`src/rtl/restoring_divider_if.sv`:
```
// Handshake and data bundle between the arithmetic-unit controller and the
// restoring divider.
//   master : controller side, drives Div_En / Dividend / Divisor
//   slave  : divider side, returns Div_Busy / Div_Finsh / Quotient /
//            Remainder / Div_By_Zero / Div_Overflow
interface restoring_divider_if #(
  parameter int Data_Width = 8
);
  logic                         Div_En;
  logic signed [Data_Width-1:0] Dividend;
  logic signed [Data_Width-1:0] Divisor;
  logic                         Div_Busy;
  logic                         Div_Finsh;
  logic signed [Data_Width-1:0] Quotient;
  logic signed [Data_Width-1:0] Remainder;
  logic                         Div_By_Zero;
  logic                         Div_Overflow;

  modport master (
    output Div_En, Dividend, Divisor,
    input  Div_Busy, Div_Finsh, Quotient, Remainder, Div_By_Zero, Div_Overflow
  );

  modport slave (
    input  Div_En, Dividend, Divisor,
    output Div_Busy, Div_Finsh, Quotient, Remainder, Div_By_Zero, Div_Overflow
  );
endinterface

```
`src/rtl/restoring_divider.sv`:
```
// Sequential signed divider using a restoring shift-subtract loop on operand
// magnitudes. A start on Div_En (sampled in IDLE) runs Data_Width iterations,
// then one sign-fixup cycle registers Quotient/Remainder and pulses Div_Finsh.
// Latency is fixed at Data_Width+1 edges from the start edge to Div_Finsh.
// Ports:
//   clk    : rising-edge clock
//   rst    : synchronous active-high reset (aborts any operation)
//   div_if : slave side of restoring_divider_if (start, operands, results,
//            busy/finish status, divide-by-zero and overflow flags)
module restoring_divider #(
  parameter int Data_Width    = 8,
  parameter int Counter_Width = $clog2(Data_Width) + 1
) (
  input logic                clk,
  input logic                rst,
  restoring_divider_if.slave div_if
);

  typedef enum logic [1:0] {IDLE, ITER, SIGN, DONE} state_t;

  state_t state, state_nxt;

  logic [Data_Width-1:0]    a_r;
  logic [Data_Width-1:0]    q_r;
  logic [Data_Width-1:0]    dvs_mag;
  logic [Counter_Width-1:0] cnt;
  logic                     dd_neg;
  logic                     dvs_neg;
  logic                     dvs_zero;
  logic                     ovf_case;

  logic [Data_Width:0]      a_shift;
  logic [Data_Width:0]      a_trial;

  function automatic logic [Data_Width-1:0] magnitude(
    input logic signed [Data_Width-1:0] v
  );
    logic [Data_Width-1:0] u;
    u = v;
    // The most-negative value negates to itself, which read unsigned is
    // exactly 2^(Data_Width-1).
    return v[Data_Width-1] ? (~u + 1'b1) : u;
  endfunction

  function automatic logic [Data_Width-1:0] cond_negate(
    input logic [Data_Width-1:0] v,
    input logic                  neg
  );
    return neg ? (~v + 1'b1) : v;
  endfunction

  // State register
  always_ff @(posedge clk) begin
    if (rst) state <= IDLE;
    else     state <= state_nxt;
  end

  // Next-state logic
  always_comb begin
    state_nxt = state;
    unique case (state)
      IDLE:    if (div_if.Div_En) state_nxt = ITER;
      ITER:    if (cnt == Counter_Width'(1)) state_nxt = SIGN;
      SIGN:    state_nxt = DONE;
      DONE:    state_nxt = IDLE;
      default: state_nxt = IDLE;
    endcase
  end

  // Output logic
  always_comb begin
    div_if.Div_Busy  = (state != IDLE);
    div_if.Div_Finsh = (state == DONE);
  end

  // The working accumulator is Data_Width+1 bits only after the shift. The
  // stored remainder is always below |Divisor| <= 2^(Data_Width-1), so its
  // top bit would always be zero and is not kept.
  always_comb begin
    a_shift = {a_r, q_r[Data_Width-1]};
    a_trial = a_shift - {1'b0, dvs_mag};
  end

  // Datapath and result registers
  always_ff @(posedge clk) begin
    if (rst) begin
      a_r                 <= '0;
      q_r                 <= '0;
      dvs_mag             <= '0;
      cnt                 <= '0;
      dd_neg              <= 1'b0;
      dvs_neg             <= 1'b0;
      dvs_zero            <= 1'b0;
      ovf_case            <= 1'b0;
      div_if.Quotient     <= '0;
      div_if.Remainder    <= '0;
      div_if.Div_By_Zero  <= 1'b0;
      div_if.Div_Overflow <= 1'b0;
    end else begin
      unique case (state)
        IDLE: begin
          if (div_if.Div_En) begin
            a_r      <= '0;
            q_r      <= magnitude(div_if.Dividend);
            dvs_mag  <= magnitude(div_if.Divisor);
            cnt      <= Counter_Width'(Data_Width);
            dd_neg   <= div_if.Dividend[Data_Width-1];
            dvs_neg  <= div_if.Divisor[Data_Width-1];
            dvs_zero <= (div_if.Divisor == '0);
            ovf_case <= ($unsigned(div_if.Dividend) == {1'b1, {(Data_Width-1){1'b0}}})
                        && (div_if.Divisor == '1);
          end
        end
        ITER: begin
          // Negative trial (MSB set) means the subtract did not fit: restore.
          a_r <= a_trial[Data_Width] ? a_shift[Data_Width-1:0] : a_trial[Data_Width-1:0];
          q_r <= {q_r[Data_Width-2:0], ~a_trial[Data_Width]};
          cnt <= cnt - 1'b1;
        end
        SIGN: begin
          // With a zero divisor every trial succeeds, so the accumulator ends
          // holding |Dividend|; the normal sign fixup then returns the
          // original dividend as the remainder.
          div_if.Quotient     <= dvs_zero ? '1 : cond_negate(q_r, dd_neg ^ dvs_neg);
          div_if.Remainder    <= cond_negate(a_r, dd_neg);
          div_if.Div_By_Zero  <= dvs_zero;
          div_if.Div_Overflow <= ovf_case;
        end
        default: ;
      endcase
    end
  end

endmodule

```
`src/flat_wrapper.sv`:
```
// flat-port wrapper written by rule: the top's interface ports become plain ports
module restoring_divider_flat 
#(
  parameter int Data_Width    = 8,
  parameter int Counter_Width = $clog2(Data_Width) + 1
)
  (clk, rst, div_if_Div_En, div_if_Dividend, div_if_Divisor, div_if_Div_Busy, div_if_Div_Finsh, div_if_Quotient, div_if_Remainder, div_if_Div_By_Zero, div_if_Div_Overflow);
  restoring_divider_if #(.Data_Width(Data_Width)) div_if_i ();
  input logic clk;
  input logic rst;
  input wire logic [$bits(div_if_i.Div_En)-1:0] div_if_Div_En;
  input wire logic [$bits(div_if_i.Dividend)-1:0] div_if_Dividend;
  input wire logic [$bits(div_if_i.Divisor)-1:0] div_if_Divisor;
  output wire logic [$bits(div_if_i.Div_Busy)-1:0] div_if_Div_Busy;
  output wire logic [$bits(div_if_i.Div_Finsh)-1:0] div_if_Div_Finsh;
  output wire logic [$bits(div_if_i.Quotient)-1:0] div_if_Quotient;
  output wire logic [$bits(div_if_i.Remainder)-1:0] div_if_Remainder;
  output wire logic [$bits(div_if_i.Div_By_Zero)-1:0] div_if_Div_By_Zero;
  output wire logic [$bits(div_if_i.Div_Overflow)-1:0] div_if_Div_Overflow;
  assign div_if_i.Div_En = div_if_Div_En;
  assign div_if_i.Dividend = div_if_Dividend;
  assign div_if_i.Divisor = div_if_Divisor;
  assign div_if_Div_Busy = div_if_i.Div_Busy;
  assign div_if_Div_Finsh = div_if_i.Div_Finsh;
  assign div_if_Quotient = div_if_i.Quotient;
  assign div_if_Remainder = div_if_i.Remainder;
  assign div_if_Div_By_Zero = div_if_i.Div_By_Zero;
  assign div_if_Div_Overflow = div_if_i.Div_Overflow;
  restoring_divider #(.Data_Width(Data_Width), .Counter_Width(Counter_Width)) u_core (.clk(clk), .rst(rst), .div_if(div_if_i));
endmodule
```
`config.mk`:
```
export PLATFORM = sky130hd
export DESIGN_NAME = restoring_divider_flat
export DESIGN_NICKNAME = d
export VERILOG_FILES = /design/src/rtl/restoring_divider_if.sv /design/src/rtl/restoring_divider.sv /design/src/flat_wrapper.sv
export SDC_FILE = /design/constraint.sdc
export NUM_CORES = 1
export LEC_CHECK = 0
export CORE_MARGIN = 5
export CORE_UTILIZATION = 56
export DETAILED_ROUTE_END_ITERATION = 10
export GPL_ROUTABILITY_DRIVEN = 0
export GPL_TIMING_DRIVEN = 0
export PLACE_DENSITY = 0.86
export SYNTH_ARGS = -nofsm -noshare
export SYNTH_HDL_FRONTEND = slang
export SYNTH_SLANG_ARGS = --single-unit
```
`constraint.sdc`:
```
create_clock -name clk -period 2.4 [get_ports clk]
set_input_delay 0.48 -clock clk [delete_from_list [all_inputs] [get_ports clk]]
set_output_delay 0.48 -clock clk [all_outputs]
set_load 0.01 [all_outputs]
```
==> results of run 1 <==
==> cell usage in the layout, fill, tap and decap left out, types with 5 or more instances in the layout <==
master | synthesis | layout
sky130_fd_sc_hd__a211oi_1 | 17 | 16
sky130_fd_sc_hd__a21oi_1 | 22 | 21
sky130_fd_sc_hd__clkbuf_1 | 13 | 13
sky130_fd_sc_hd__clkbuf_8 | 0 | 5
sky130_fd_sc_hd__clkdlybuf4s50_1 | 0 | 36
sky130_fd_sc_hd__dfxtp_1 | 52 | 49
sky130_fd_sc_hd__ha_1 | 19 | 18
sky130_fd_sc_hd__inv_1 | 25 | 24
sky130_fd_sc_hd__mux2i_1 | 15 | 15
sky130_fd_sc_hd__nand2_1 | 44 | 44
sky130_fd_sc_hd__nand4_1 | 5 | 5
sky130_fd_sc_hd__nor2_1 | 51 | 51
sky130_fd_sc_hd__nor2b_1 | 5 | 5
sky130_fd_sc_hd__nor3_1 | 9 | 9
sky130_fd_sc_hd__o21ai_0 | 11 | 11
sky130_fd_sc_hd__o21ai_1 | 7 | 6
sky130_fd_sc_hd__o22ai_1 | 6 | 6
sky130_fd_sc_hd__o31ai_1 | 5 | 5
sky130_fd_sc_hd__xnor2_1 | 8 | 8
sky130_fd_sc_hd__xor2_1 | 17 | 17
==> flip-flops by register name (all words and copies together) (netlist names) <==
signal / count
u_core.div_if.Div_By_Zero: 1
u_core.div_if.Quotient: 8
u_core.ovf_case: 1
u_core.dvs_mag: 8
u_core.a_r: 8
u_core.div_if.Div_Overflow: 1
u_core.cnt: 4
u_core.state: 2
u_core.dd_neg: 1
u_core.dvs_neg: 1
u_core.div_if.Remainder: 8
u_core.q_r: 8
u_core.dvs_zero: 1
==> layout make-up <==
| cell class | count | area, um^2 | share of cell area (%) |
|---|---|---|---|
| Multi-Input combinational cell | 287 | 1873 | 50.83 |
| Sequential cell | 52 | 1045 | 28.35 |
| Timing Repair Buffer | 37 | 367.9 | 9.983 |
| Inverter | 25 | 93.84 | 2.547 |
| Tap cell | 72 | 90.09 | 2.445 |
| Buffer | 18 | 77.57 | 2.105 |
| Clock buffer | 5 | 68.82 | 1.868 |
| Clock inverter | 3 | 68.82 | 1.868 |
==> through the flow <==
step	TNS [ns]	setup slack [ns]	power, mW
finish	0	0.07311	4.244
global route	-0.02119	-0.02119	4.525
CTS	0	0.03706	4.157
detailed placement	-0.1596	-0.05196	3.410
global placement	0	0.009679	3.341
floorplan	0	0.2781	2.824
==> worst max-delay path: cells and delay by family, from the launching register on <==
kind	cells	cell delay (ns)
adder cells (fa/ha/maj)	1	0.36
flip-flops	1	0.53
buffers and inverters	1	0.16
AO/OA/AOI/OAI	2	0.34
AND/OR/NAND/NOR	4	0.86
==> routing by layer <==
layer	vias to the layer above	GRT usage, %	part of all wire (%)	wire length [um]
met5	-	0	0	0
met4	0	6.725	2.0	145
met3	14	3.356	6.0	438
met2	79	34.06	47	3451
met1	1340	26.27	45	3275
li1	1418	-	-	-
==> power by group <==
part / switching, mW / internal, mW / total, mW / leakage (nW)
Combinational: 1.23 / 0.996 / 2.23 / 0.946
Clock: 0.307 / 0.420 / 0.727 / 0.0687
Sequential: 0.198 / 1.09 / 1.29 / 0.426
==> synthesized netlist by cell type (3+ instances only) <==
cell | instances | share of area (%)
sky130_fd_sc_hd__o22ai_1 | 6 | 1.2
sky130_fd_sc_hd__nand4_1 | 5 | 1.0
sky130_fd_sc_hd__o21ai_1 | 7 | 1.1
sky130_fd_sc_hd__a21oi_1 | 22 | 3.6
sky130_fd_sc_hd__nand2b_1 | 5 | 1.0
sky130_fd_sc_hd__dfxtp_1 | 52 | 34
sky130_fd_sc_hd__clkbuf_1 | 13 | 1.6
sky130_fd_sc_hd__or3_1 | 3 | 0.61
sky130_fd_sc_hd__a21boi_0 | 3 | 0.74
sky130_fd_sc_hd__mux2i_1 | 15 | 4.9
sky130_fd_sc_hd__a211oi_1 | 17 | 4.2
sky130_fd_sc_hd__nand3_1 | 3 | 0.49
sky130_fd_sc_hd__nor3_1 | 9 | 1.5
sky130_fd_sc_hd__xor2_1 | 17 | 4.9
sky130_fd_sc_hd__xnor2_1 | 8 | 2.3
sky130_fd_sc_hd__nor2_1 | 51 | 6.2
sky130_fd_sc_hd__inv_1 | 25 | 3.1
sky130_fd_sc_hd__nor4_1 | 4 | 0.82
sky130_fd_sc_hd__ha_1 | 19 | 7.8
sky130_fd_sc_hd__nand2_1 | 44 | 5.4
sky130_fd_sc_hd__nor2b_1 | 5 | 1.0
sky130_fd_sc_hd__o31ai_1 | 5 | 1.2
sky130_fd_sc_hd__o21ai_0 | 11 | 1.8
==> cell families after synthesis <==
group / after synthesis / share of synthesized area [%]
and+or+nand+nor: 137 / 20.10
AOI/OAI and AO/OA: 90 / 19.85
DFF: 52 / 33.99
buffers and inverters: 43 / 5.597
xor gates and xnor gates: 25 / 7.149
adders and majority gates: 20 / 8.415
muxes: 15 / 4.902
==> path summary, 6_finish.rpt <==
check / start / endpoint / slack (ns)
max: u_core.a_r[1] / u_core.q_r[0] / 0.07
min: u_core.dvs_mag[0] / u_core.dvs_mag[0] / 0.48
max reg2reg: u_core.a_r[1] / u_core.q_r[0] / 0.07
min reg2reg: u_core.dvs_mag[0] / u_core.dvs_mag[0] / 0.48
==> what timing repair did <==
item / CTS / global route
buffers inserted: 0 / 1
setup endpoints to repair: 7 / 8
pin swaps: 0 / 2
resized for setup: 2 / 8
==> results.txt, run 1 <==
* Result of the run: finished clean
* Worst-case clock buffer depth: 2
* Chip width: 83.96 um
* Critical path class: reg2reg
* Chip height: 83.96 um
* TritonCTS clock tree: done
- CTS Buf Count: 5
* Total count of hold-check failures in the final report: 0
- Tcrit/Tclk final: 96.95%
- Synth Net Count: 421
* Class of the most critical hold timing path: reg2reg
- The placed instances occupy a cell area of 0.003513 mm^2.
- IO Count: 39
* Portion of the post-synthesis area used by sequential elements: 33.99%
* Aggregate global-route resource usage: 20.25%
- Setup crit end kind: flip-flop
* Dominant synthesized flop cell: sky130_fd_sc_hd__dfxtp_1
- The cell count after synthesis came out at 382.
- For this run, the post-layout net count is 465.
- Total congestion overflow after global routing: 0
* Required time of the critical path: 2.63 ns
* Fraction of layout cells with a size suffix above 1: 6.792%
- Antenna diode instance count: 0
- Yosys mapped a number of flops with a built-in enable equal to 0.
- Data arrives at the worst endpoint at 2.56 ns.
- Cell chosen for the clock root: sky130_fd_sc_hd__clkbuf_8
- Global-route wire length before repair: 11.94 mm
- Number of global-route vias before repair: 2707
- The first TritonRoute pass finished after 4 iterations.
* Pin count of the biggest net entering global routing: 18
- After detailed routing, the number of vias per cell comes to 5.713.
- Along the worst path, the maximum fanout reaches 10.
* Routed wire length: 7.311 mm
- Dividing total power by cell area gives a power density of 1152 mW/mm^2.
- The tool flagged a number of max-cap violations equal to 0.
- Synthesis warning total: 0
* Core region area: 0.005405 mm^2
- Input and output buffers added on the ports amount to 36.
- The number of placed instances, taps included, is 490.
* Clock sink count: 52
- Drc violations: 0
* Max-slew violations: 0
* Die area: 0.007048 mm^2
- Summed over all nets, the half-perimeter wirelength after detailed placement is 5.379 mm.
- Along the worst hold path, the cell count comes to 2.
* Nature of the critical path startpoint: flip-flop
* Number of hold-repair buffers added at the cts stage: 0
- In this design, the stage delay of the slowest critical-path cell is 0.53 ns.
- Post-synthesis cell type count: 48
- List of cells traversed by the critical path: ha_1 > nand2b_4 > a211oi_2 > or4_1 > nand3_2 > buf_6 > nand2_1 > a221oi_2
* Clk_lat worst skew: 0.31 ns
- Top achievable clock speed: 0.4298 GHz
- In this run the static leakage power is 1.440 nW.
- Counting flops with an async set or reset pin after synthesis yields a share of 0%.
- Post-route design area: 0.003685 mm^2
- The layout has 439 filler cells.
- Cell with the largest stage delay on the worst path: sky130_fd_sc_hd__dfxtp_1
- Synthesized area per cell: 8.018 um^2
- Starting Density: 56.67%
* Slew at the pin closest to its max-slew limit: 0.6186 ns
* Worst relative slew slack: 58.47%
- Final-report setup violation count: 0
* Post-route antenna net violation count: 0
* CTS clk-pin slew, worst paths: 0.10 ns
* Iter 0 DRT Violations: 158
- Maximum level of the CTS H-tree: 2
- Shortest period the worst path allows: 2.327 ns
- Worst hold slack after final layout: 0.4801 ns
* Cells on worst reg2reg path: 8
* DR vias: 2851
* Area of the mapped netlist: 0.003063 mm^2
- Compared with the post-synthesis result, the final layout area differs by 20.30%.
- Cells fill 68.17% of the core in the end.
- Number of antenna violations at the first check in global routing: 0
- On the final layout, the worst clock skew is 0.01663 ns.
- After detailed routing, the average wire length per cell comes to 14.65 um.
* Non-filler instance count after layout: 499
* Yosys reg bits: 52
- The initialized floorplan defines 27 standard-cell rows.
* Max IR drop VDD: 0.5855 mV
(Power assumes the default switching activity.)
==> run 2, diff against run 1 <==
--- a/config.mk
+++ b/config.mk
@@ -14,3 +14,4 @@
 export SYNTH_ARGS = -nofsm -noshare
 export SYNTH_HDL_FRONTEND = slang
 export SYNTH_SLANG_ARGS = --single-unit
+export TNS_END_PERCENT = 50
==> results of run 2 <==
No change in the layout: final DEF, timing and power equal those of run 1.
==> run 3, diff against run 2 <==
--- a/config.mk
+++ b/config.mk
@@ -6,11 +6,11 @@
 export NUM_CORES = 1
 export LEC_CHECK = 0
 export CORE_MARGIN = 5
-export CORE_UTILIZATION = 56
+export CORE_UTILIZATION = 55
 export DETAILED_ROUTE_END_ITERATION = 10
 export GPL_ROUTABILITY_DRIVEN = 0
 export GPL_TIMING_DRIVEN = 0
-export PLACE_DENSITY = 0.86
+export PLACE_DENSITY = 0.84
 export SYNTH_ARGS = -nofsm -noshare
 export SYNTH_HDL_FRONTEND = slang
 export SYNTH_SLANG_ARGS = --single-unit
==> results.txt, run 3 (same netlist as run 1, synthesis figures left out) <==
- Class of the most critical hold timing path: reg2reg (unchanged)
- The number of optimization iterations in the first detailed-route pass came to 4 (unchanged).
- The overall die area came to 0.007161 mm^2 (was 0.007048 mm^2).
- Power density over cell area: 1120 mW/mm^2 (was 1152 mW/mm^2)
* Starting Density: 55.97% (was 56.67%)
- TritonCTS clock tree: done (unchanged)
* Critical Path AT: 2.55 ns (was 2.56 ns)
- The vias after detailed routing came to 2763 (was 2851).
* Required time of the critical path: 2.60 ns (was 2.63 ns)
* Area overhead of the layout relative to synthesis: 19.40% (was 20.30%)
* Final-report setup violation count: 0 (unchanged)
- The clock tree root driver cell is sky130_fd_sc_hd__clkbuf_8 (unchanged).
- The count of cells along the worst register-to-register path is 10 (was 8).
* Maximum level of the CTS H-tree: 2 (unchanged)
* Post-route design area: 0.003657 mm^2 (was 0.003685 mm^2)
- Number of global-route vias before repair: 2601 (was 2707)
* IO Count: 39 (unchanged)
- Nets: 466 (was 465)
- The final-report max-slew violation count is 0 (unchanged).
- The die width was 84.63 um (was 83.96 um).
- Worst relative slew slack: 61.31% (was 58.47%)
- The clock latency on the worst-skew pair is 0.31 ns (about the same).
- Slew at the pin closest to its max-slew limit: 0.5763 ns (was 0.6186 ns)
- Commonest cells after routing, fill and taps aside: sky130_fd_sc_hd__nor2_1, sky130_fd_sc_hd__dfxtp_1, sky130_fd_sc_hd__nand2_1 (unchanged).
- Post-route antenna net violation count: 0 (unchanged)
* Total congestion overflow after global routing: 0 (unchanged)
* Global-route wire length before repair: 11.68 mm (was 11.94 mm)
* FP Rows: 27 (unchanged)
* Max-cap violation count: 0 (unchanged)
- Number of antenna violations at the first check in global routing: 0 (unchanged)
* Cell leakage power: 1.426 nW (was 1.440 nW)
* Total power consumption of the routed design: 4.096 mW (was 4.244 mW)
- Area of placed instances: 0.003513 mm^2 (unchanged)
- The sum of net half-perimeters after detailed placement was 5.382 mm (was 5.379 mm).
- Shortest period the worst path allows: 2.353 ns (was 2.327 ns)
- The count of unresolved DRC violations after routing was 0 (unchanged).
- The number of cells on the worst hold path was 2 (unchanged).
- The final hold violation count came to 0 (unchanged).
- The most common cell after layout, fill and taps aside was sky130_fd_sc_hd__nor2_1 (unchanged).
* Top achievable clock speed: 0.4250 GHz (was 0.4298 GHz)
- The number of diodes added for antenna fixing is 0 (unchanged).
* Worst-case clock buffer depth: 2 (unchanged)
- Critical path class: reg2reg (unchanged)
- The kind of launch point of the worst setup path was a flip-flop (unchanged).
- Chip height: 84.63 um (was 83.96 um)
- Clock sink count: 52 (unchanged)
- The endpoint type of the worst setup path was a flip-flop (unchanged).
* CTS Buf Count: 5 (unchanged)
- The port buffer count was 36 (unchanged).
* CTS clk-pin slew, worst paths: 0.10 ns (about the same)
- Result of the run: finished clean (unchanged).
- Tcrit/Tclk final: 98.03% (was 96.95%)
- The average wire length per cell after detail routing was 13.77 um (was 14.65 um).
* Routed wire length: 6.884 mm (was 7.311 mm)
- The largest driver fanout on the critical path came to 10 (unchanged).
- Pin count of the biggest net entering global routing: 18 (unchanged)
* Aggregate global-route resource usage: 19.32% (was 20.25%)
- The initial DRC count is 151 (was 158).
- Core region area: 0.005473 mm^2 (was 0.005405 mm^2)
- Unrepaired setup endpoints after global routing: yes
* Fraction of layout cells with a size suffix above 1: 6.075% (was 6.792%)
- Worst-case clock skew: 0.01334 ns (was 0.01663 ns)
* Number of vias per cell after detailed routing: 5.526 (was 5.713)
- The highest ir drop seen on vdd is 0.6114 mV (was 0.5855 mV).
==> run 3: cell count changes in the layout (fill, tap and decap cells not counted), sizes merged <==
cell / change
buf: +1
bufinv: -1
clkinvlp: +1
==> run 3: power breakdown <==
group,internal [mW],total (mW),switching [mW]
sequential,1.09,1.28,0.193
combinational,1.00,2.20,1.20
clock,0.314,0.617,0.303
==> run 3: worst paths after layout <==
check	start	end	slack, ns
worst max register to register	u_core.q_r[7]	u_core.a_r[6]	0.05
worst min register to register	u_core.dvs_mag[7]	u_core.dvs_mag[7]	0.47
worst min-delay path	u_core.dvs_mag[7]	u_core.dvs_mag[7]	0.47
worst max-delay path	u_core.q_r[7]	u_core.a_r[6]	0.05
==> run 3: layout make-up <==
class	count	area, um^2
multi-input combinational	287	1862
clock inverter	3	46.29
tap	72	90.09
inverter	25	93.84
clock buffer	5	68.82
buffer	18	77.57
fill	473	1815
sequential	52	1044
timing repair buffer	38	375.4
==> run 3: through the flow <==
| step | utilization (%) | setup WS [ns] | hold slack, ns | TNS (ns) | std cells |
|---|---|---|---|---|---|
| floorplan | - | 0.2781 | 0.4319 | 0 | 382 |
| global placement | 64.20 | 0.009009 | 0.4422 | 0 | 490 |
| detailed placement | 64.20 | -0.07958 | 0.4559 | -0.4279 | 490 |
| CTS | 66.39 | 0.06538 | 0.4691 | 0 | 498 |
| global route | 66.83 | -0.06236 | 0.4796 | -0.1902 | 500 |
| finish | 66.83 | 0.04716 | 0.4727 | 0 | 500 |
==> run 3: critical path, cell delays in order, from the launching register on <==
cell	delay (ns)
sky130_fd_sc_hd__dfxtp_1	0.35
sky130_fd_sc_hd__inv_1	0.09
sky130_fd_sc_hd__ha_1	0.22
sky130_fd_sc_hd__fa_1	0.39
sky130_fd_sc_hd__nand2b_2	0.24
sky130_fd_sc_hd__a21oi_2	0.21
sky130_fd_sc_hd__nand4_1	0.15
sky130_fd_sc_hd__nand3_2	0.14
sky130_fd_sc_hd__buf_6	0.16
sky130_fd_sc_hd__mux2i_1	0.22
sky130_fd_sc_hd__o21ai_1	0.07
==> run 3: per-layer routing <==
layer	global-route usage (%)	wire length, um
met3	3.533	399
met5	0	0
met4	4.173	51
met1	25.91	3222
met2	32.38	3210
==> run 3: repair_timing <==
| action | 4_1_cts | 5_1_grt |
|---|---|---|
| resized for setup | 2 | 3 |
| endpoints found under the setup margin | 8 | 7 |
| hold buffers | 0 | 0 |
| pin swaps | 0 | 1 |
| setup buffers | 0 | 2 |
| hold endpoints to repair | 0 | 0 |
